`src/rtl/fb_bank_scheduler_if.sv`:
```
// ---------------------------------------------------------------------------
// fb_bank_scheduler_if
//
// Bundles the signals between the frame-buffer bank scheduler and its
// neighbours: the camera capture write port, the VGA timing block and the
// dual-port frame RAM.
//
//   cap_vsync          capture -> sched  start-of-camera-frame pulse
//   cap_we             capture -> sched  camera pixel valid
//   vga_vsync          vga     -> sched  vertical sync, active-low
//   vga_pixel_address  vga     -> sched  pixel index being scanned out
//   wr_en / wr_addr    sched   -> RAM    write strobe and {bank, index}
//   rd_addr            sched   -> RAM    read address {bank, index}
//   rd_bank            sched   -> *      bank currently displayed
//   frame_swapped      sched   -> *      one-cycle pulse on bank swap
//   drop_cnt           sched   -> *      saturating count of dropped frames
//
// The slave modport is the scheduler; master is the surrounding system.
// ---------------------------------------------------------------------------
interface fb_bank_scheduler_if #(
  parameter int AW     = 17,
  parameter int DROP_W = 8
) ();

  logic              cap_vsync;
  logic              cap_we;
  logic              vga_vsync;
  logic [AW-1:0]     vga_pixel_address;

  logic              wr_en;
  logic [AW:0]       wr_addr;
  logic [AW:0]       rd_addr;
  logic              rd_bank;
  logic              frame_swapped;
  logic [DROP_W-1:0] drop_cnt;

  modport master (
    output cap_vsync, cap_we, vga_vsync, vga_pixel_address,
    input  wr_en, wr_addr, rd_addr, rd_bank, frame_swapped, drop_cnt
  );

  modport slave (
    input  cap_vsync, cap_we, vga_vsync, vga_pixel_address,
    output wr_en, wr_addr, rd_addr, rd_bank, frame_swapped, drop_cnt
  );

endinterface

```
`src/rtl/fb_bank_scheduler.sv`:
```
// ---------------------------------------------------------------------------
// fb_bank_scheduler
//
// Ping-pong scheduler for the 320x240 frame buffer shared by camera capture
// and VGA scan-out. Capture writes go to the back bank, VGA reads come from
// the front bank, and the two banks are exchanged only on the falling edge
// of VGA vertical sync once a complete frame is waiting, so the display
// never shows a torn frame.
//
// Ports:
//   CLK25  pixel clock, the only clock; capture inputs are already in it
//   rst    synchronous, active-high reset
//   bus    fb_bank_scheduler_if.slave (capture, VGA and RAM signals)
//
// All outputs are registered: a pixel accepted in cycle n appears on
// wr_en/wr_addr in cycle n+1, and rd_addr follows vga_pixel_address by
// one cycle.
// ---------------------------------------------------------------------------
module fb_bank_scheduler #(
  parameter int PIXELS = 76800,
  parameter int AW     = 17,
  parameter int DROP_W = 8
) (
  input logic                CLK25,
  input logic                rst,
  fb_bank_scheduler_if.slave bus
);

  typedef enum logic [1:0] {
    IDLE,       // waiting for the start of a camera frame
    WRITE,      // storing pixels of the current camera frame
    WAIT_SWAP   // back bank holds a full frame, waiting for VGA vsync
  } state_t;

  localparam logic [AW-1:0] LAST_IDX = AW'(PIXELS - 1);

  state_t            state;
  logic              wr_bank;
  logic              rd_bank_q;
  logic              pending;    // complete frame in the back bank
  logic              vsync_d;
  logic [AW-1:0]     wr_cnt;
  logic [DROP_W-1:0] drop_q;
  logic              wr_en_q;
  logic [AW:0]       wr_addr_q;
  logic [AW:0]       rd_addr_q;
  logic              swapped_q;

  logic              vsync_fall;
  logic              do_swap;

  // vga_vsync is active-low, so its falling edge opens the sync pulse,
  // which lies well outside the active display area.
  assign vsync_fall = vsync_d & ~bus.vga_vsync;
  assign do_swap    = vsync_fall & pending;

  function automatic logic [DROP_W-1:0] sat_inc(input logic [DROP_W-1:0] v);
    return (v == {DROP_W{1'b1}}) ? v : v + 1'b1;
  endfunction

  // NOTE: every register here is assigned with <= so all right-hand sides
  // see the values from the start of the cycle; blocking assignments would
  // let a later statement observe an earlier update in the same cycle.
  always_ff @(posedge CLK25) begin
    if (rst) begin
      state     <= IDLE;
      wr_bank   <= 1'b1;
      rd_bank_q <= 1'b0;
      pending   <= 1'b0;
      vsync_d   <= 1'b1;
      wr_cnt    <= '0;
      drop_q    <= '0;
      wr_en_q   <= 1'b0;
      wr_addr_q <= '0;
      rd_addr_q <= '0;
      swapped_q <= 1'b0;
    end else begin
      // NOTE: the one-cycle strobes are driven low first and raised below
      // only in the cycles that need them, so they can never stick high.
      wr_en_q   <= 1'b0;
      swapped_q <= 1'b0;
      vsync_d   <= bus.vga_vsync;
      rd_addr_q <= {rd_bank_q, bus.vga_pixel_address};

      case (state)
        IDLE: begin
          // A pixel arriving alongside the frame start is not stored.
          if (bus.cap_vsync) begin
            state  <= WRITE;
            wr_cnt <= '0;
          end
        end

        WRITE: begin
          if (bus.cap_vsync) begin
            // New frame began before this one completed: discard it and
            // restart in the same bank. The accompanying pixel is dropped.
            wr_cnt <= '0;
            drop_q <= sat_inc(drop_q);
          end else if (bus.cap_we) begin
            wr_en_q   <= 1'b1;
            wr_addr_q <= {wr_bank, wr_cnt};
            if (wr_cnt == LAST_IDX) begin
              pending <= 1'b1;
              wr_cnt  <= '0;
              state   <= WAIT_SWAP;
            end else begin
              wr_cnt <= wr_cnt + 1'b1;
            end
          end
        end

        WAIT_SWAP: begin
          // Back bank is full and still waiting to be displayed; any frame
          // starting now is skipped entirely.
          if (bus.cap_vsync) begin
            drop_q <= sat_inc(drop_q);
          end
        end

        default: state <= IDLE;
      endcase

      // The swap overrides the writer: it goes back to IDLE so a camera
      // frame already under way is skipped and capture resumes cleanly at
      // the next cap_vsync.
      if (do_swap) begin
        rd_bank_q <= wr_bank;
        wr_bank   <= ~wr_bank;
        pending   <= 1'b0;
        swapped_q <= 1'b1;
        state     <= IDLE;
      end
    end
  end

  assign bus.wr_en         = wr_en_q;
  assign bus.wr_addr       = wr_addr_q;
  assign bus.rd_addr       = rd_addr_q;
  assign bus.rd_bank       = rd_bank_q;
  assign bus.frame_swapped = swapped_q;
  assign bus.drop_cnt      = drop_q;

endmodule

```
`src/flat_wrapper.sv`:
```
// flat-port wrapper written by rule: the top's interface ports become plain ports
module fb_bank_scheduler_flat 
#(
  parameter int PIXELS = 76800,
  parameter int AW     = 17,
  parameter int DROP_W = 8
)
  (CLK25, rst, bus_cap_vsync, bus_cap_we, bus_vga_vsync, bus_vga_pixel_address, bus_wr_en, bus_wr_addr, bus_rd_addr, bus_rd_bank, bus_frame_swapped, bus_drop_cnt);
  fb_bank_scheduler_if #(.AW(AW), .DROP_W(DROP_W)) bus_i ();
  input logic CLK25;
  input logic rst;
  input wire logic [$bits(bus_i.cap_vsync)-1:0] bus_cap_vsync;
  input wire logic [$bits(bus_i.cap_we)-1:0] bus_cap_we;
  input wire logic [$bits(bus_i.vga_vsync)-1:0] bus_vga_vsync;
  input wire logic [$bits(bus_i.vga_pixel_address)-1:0] bus_vga_pixel_address;
  output wire logic [$bits(bus_i.wr_en)-1:0] bus_wr_en;
  output wire logic [$bits(bus_i.wr_addr)-1:0] bus_wr_addr;
  output wire logic [$bits(bus_i.rd_addr)-1:0] bus_rd_addr;
  output wire logic [$bits(bus_i.rd_bank)-1:0] bus_rd_bank;
  output wire logic [$bits(bus_i.frame_swapped)-1:0] bus_frame_swapped;
  output wire logic [$bits(bus_i.drop_cnt)-1:0] bus_drop_cnt;
  assign bus_i.cap_vsync = bus_cap_vsync;
  assign bus_i.cap_we = bus_cap_we;
  assign bus_i.vga_vsync = bus_vga_vsync;
  assign bus_i.vga_pixel_address = bus_vga_pixel_address;
  assign bus_wr_en = bus_i.wr_en;
  assign bus_wr_addr = bus_i.wr_addr;
  assign bus_rd_addr = bus_i.rd_addr;
  assign bus_rd_bank = bus_i.rd_bank;
  assign bus_frame_swapped = bus_i.frame_swapped;
  assign bus_drop_cnt = bus_i.drop_cnt;
  fb_bank_scheduler #(.PIXELS(PIXELS), .AW(AW), .DROP_W(DROP_W)) u_core (.CLK25(CLK25), .rst(rst), .bus(bus_i));
endmodule
```
`config.mk`:
```
export PLATFORM = sky130hd
export DESIGN_NAME = fb_bank_scheduler_flat
export DESIGN_NICKNAME = d
export VERILOG_FILES = /design/src/rtl/fb_bank_scheduler_if.sv /design/src/rtl/fb_bank_scheduler.sv /design/src/flat_wrapper.sv
export SDC_FILE = /design/constraint.sdc
export NUM_CORES = 1
export LEC_CHECK = 0
export CELL_PAD_IN_SITES_DETAIL_PLACEMENT = 1
export CELL_PAD_IN_SITES_GLOBAL_PLACEMENT = 1
export CORE_UTILIZATION = 32
export DETAILED_ROUTE_END_ITERATION = 8
export PLACE_DENSITY = 0.79
export SETUP_SLACK_MARGIN = 0.5
export SYNTH_ARGS = -nofsm -noshare
export SYNTH_HDL_FRONTEND = slang
export SYNTH_SLANG_ARGS = --single-unit
export TNS_END_PERCENT = 10
```
`constraint.sdc`:
```
create_clock -name CLK25 -period 1.6 [get_ports CLK25]
set_input_delay 0.32 -clock CLK25 [delete_from_list [all_inputs] [get_ports CLK25]]
set_output_delay 0.32 -clock CLK25 [all_outputs]
set_load 0.005 [all_outputs]
```
==> results.md <==
- CTS placed an instance of sky130_fd_sc_hd__clkbuf_8 at the clock tree root.
- The maximum frequency from static timing analysis is 567 MHz.
- Traced cell by cell, the critical path runs through ha_2 > and4b_1 > nand4_1 > buf_4 > a22oi_2 > buf_12 > a21oi_1.
- The run finished, with violations left.
- Setup repair after global routing could not meet its margin everywhere.
- The number of placement rows is 33.
- The setup skew after layout is 0.0175 ns.
- The core utilization of the finished layout is 54.9%.
- The met3 demand-to-capacity share in global routing is 3.96%.
- The clock reaches the later pin of the worst-skew pair after 0.36 ns.
- At the pin with the least slew margin, the transition time is 0.307 ns.
- The total routed wirelength is 10,500 um.
- On the worst path, the slowest cell contributes a delay of 0.38 ns.
- The worst setup path is of the reg -> reg kind.
- The post-synthesis async set-or-reset flop share is 0%.
- The congestion estimate from routability-driven global placement came to 0.767.
- The starting density of the core is 32.9%.
- The floorplan step defined a die boundary enclosing 8830 um2.
- The worst-path maximum fanout is 17.
- When the netlist entered floorplanning its net count stood at 320.
- The least setup slack across all paths after layout is -0.163 ns.
- The cell taking the most area after synthesis is sky130_fd_sc_hd__dfxtp_1.
- VDD sags by at most 0.507 mV.
- The number of register bits inferred by synthesis is 69.
- The final reports fail on setup timing.
- The met1 usage in global routing is 23.6%.
- Summing the sequential cell areas from Yosys gives 51.0% of the chip area.
- By area the synthesized netlist is led by sky130_fd_sc_hd__dfxtp_1, sky130_fd_sc_hd__nand2_1, sky130_fd_sc_hd__a21oi_1.
- The longest clock path from root to sink contains 2 buffers.
- The worst pin sits at a relative slew slack of 79.4%.
- Leaving out fill and tap cells, the most frequent cell in the layout is sky130_fd_sc_hd__dfxtp_2.
- The top cell type by area accounts for 51.0% of the synthesized area.
- The clock tree from TritonCTS is done.
- The final worst-path cycle share is 110%.
- After detailed placement, the total cell area comes to 3800 um2.
- The leakage power figure is 1.91 nW.
- The count of nets left with antenna violations after detail routing is 0.
- The mean instance size in the synthesized netlist is 9.24 um2.
- In this run, post-CTS hold repair placed 0 buffers.
- Counting the buffers created by CTS gives 9.
- From bottom edge to top edge, the die measures 94.0 um.
- The boundary pin count is 69.
- The register clock-pin slew on the reported worst setup and hold paths is 0.09 ns.
- For this run the aggregate overflow at the end of global routing stands at 0.
- The global-route layer with the greatest usage is met2.
- During synthesis, Yosys emitted a total of 0 warnings.
- The count of input and output buffers is 68.
- The kind of end point of the critical path is a register.
- The startpoint type of the worst setup path is a register.
- The detailed-router iteration count before antenna repair is 4.
- Detailed routing inserted a total of 2,734 vias.
- The path class of the tightest hold or removal check is in -> reg.
- The via count of the first global-routing pass is 2,689.
- The slowest stage of the critical path is the sky130_fd_sc_hd__dfxtp_1 cell.
- The net count of the finished layout is 435.
- The number of instances in the placed design is 491.
- Max-cap violations in this run came to 0.
- The minimum period implied by the final worst setup slack is 1.76 ns.
- The first global-routing pass estimated 13,500 um of wire.
- At the worst endpoint, the arrival time is 1.98 ns.
- The number of unique standard cell types used by synthesis is 46.
- The final count of hold timing violations was 0.
- The largest net degree at the start of global routing is 23.
- In the synthesized netlist the dominant register cell turns out to be sky130_fd_sc_hd__dfxtp_1.
- The max-slew violation total from the final report is 0.
- The repair_antennas step left the layout with diodes totalling 0.
- The number of DRC markers after the initial detailed-route iteration is 123.
- Once layout is complete, the cells apart from fillers number 518.
- After routing the design area is 4510 um2.
- Data on the critical path is required at its endpoint by 1.82 ns.
- The H-tree depth is 3.
- Synthesis handed over a netlist of 293 instances.
- The total area inside the core boundary comes to 8220 um2.
- The initial antenna violation count is 0.
- The clock drives 69 sinks.
- In the final layout, the share of cells above drive strength 1 is 55.7%.
- Counting flops with a built-in enable in the synthesized netlist gives 0.
- For met2 alone, demand over resource in global routing was 36.5%.
- The number of DRC violations after detailed routing is 0.
- The power per unit of standard cell area is 856 nW/um2.
- The all-layer global routing usage is 20.2%.
- The post-synthesis instance area is 2710 um2.
- Setup violations remaining at the end of the flow were counted as 18.
- The library cells used most frequently in the layout, excluding fill and tap cells, are sky130_fd_sc_hd__dfxtp_2, sky130_fd_sc_hd__buf_4, sky130_fd_sc_hd__buf_6.
- The detailed placement HPWL is 5470 um.
- After detailed routing, the average wire length per cell comes to 20.4 um.
- The area growth from synthesis to layout is 66.6%.
- The via density per instance is 5.28.
- In this run the horizontal extent of the chip is 94.0 um.
## sequential cells by signal (all words and copies together), names as in the netlist, 2 cells and up
| name | flops |
|---|---|
| u_core.bus.wr_addr | 18 |
| u_core.bus.drop_cnt | 8 |
| u_core.wr_cnt | 17 |
| u_core.state | 2 |
| u_core.bus.rd_addr | 18 |
## Yosys cell counts, types with 5 or more instances
cell type,n
sky130_fd_sc_hd__ha_1,5
sky130_fd_sc_hd__dfxtp_1,69
sky130_fd_sc_hd__nand2_1,43
sky130_fd_sc_hd__nand3_1,5
sky130_fd_sc_hd__and3_1,6
sky130_fd_sc_hd__or4_1,8
sky130_fd_sc_hd__xor2_1,9
sky130_fd_sc_hd__o31ai_1,9
sky130_fd_sc_hd__nor2_1,18
sky130_fd_sc_hd__inv_1,7
sky130_fd_sc_hd__nor2b_1,20
sky130_fd_sc_hd__clkbuf_1,6
sky130_fd_sc_hd__a21oi_1,31
## report_power, final
group | leakage, nW | internal [mW] | switching, mW
clock | 0.113 | 0.906 | 0.789
combinational | 1.21 | 0.207 | 0.195
sequential | 0.584 | 1.74 | 0.0201
total | 1.91 | 2.86 | 1.00
## cell families after synthesis
group,after synthesis,share of synthesized area (%)
adder cells (fa/ha/maj),5,2.31
buffers and inverters,23,3.98
flip-flops,69,51.0
AO/OA/AOI/OAI,62,14.5
multiplexers,4,1.48
XOR/XNOR,10,3.24
AND/OR/NAND/NOR,120,23.5
## metrics by stage
stage / hold WS [ns] / setup TNS [ns] / total power, mW / setup slack [ns]
6_report: 0.239 / -2.22 / 3.86 / -0.163
2_1_floorplan: 0.424 / 0 / 1.95 / 0.0258
3_3_place_gp: 0.444 / -4.48 / 2.13 / -0.230
5_1_grt: 0.223 / -3.56 / 3.99 / -0.220
4_1_cts: 0.459 / 0 / 3.80 / 0.00848
3_5_place_dp: 0.448 / -5.85 / 2.14 / -0.294
## worst max-delay path: cells and delay by family (launching register included)
family | cells | cell delay, ns
DFF | 1 | 0.38
adders and majority gates | 1 | 0.23
buffers and inverters | 2 | 0.36
AOI/OAI and AO/OA | 2 | 0.28
and+or+nand+nor | 2 | 0.38
## per-layer routing
metal	vias up	part of all wire, %
li1	1265	-
met1	1382	40
met2	68	55
met3	19	3.4
met4	0	2.0
met5	-	0
## final cells by class
cell class	count	area (um2)
Fill cell	902	3710
Multi-Input combinational cell	203	1630
Inverter	7	28.8
Tap cell	105	131
Timing Repair Buffer	118	1030
Clock buffer	9	124
Clock inverter	7	105
Sequential cell	69	1460
## what timing repair did
action                                 in CTS  in global routing
setup buffers                               6                  3
setup endpoints to repair                 111                115
endpoints found under the hold margin       0                  0
cloned                                      1                  1
resized for setup                          19                265
pin swaps                                   8                 50
## final timing paths
| kind | startpoint | endpoint | slack, ns | cells past startpoint |
|---|---|---|---|---|
| worst max-delay path | u_core.wr_cnt[0] | u_core.wr_cnt[9] | -0.16 | 7 |
| worst min-delay path | bus_vga_vsync | u_core.vsync_d | 0.24 | 2 |
| worst max register to register | u_core.wr_cnt[0] | u_core.wr_cnt[9] | -0.16 | 7 |
| worst min register to register | u_core.bus.wr_addr[5] | u_core.bus.wr_addr[5] | 0.46 | 2 |
No activity file was read; power rests on OpenSTA's default activity.
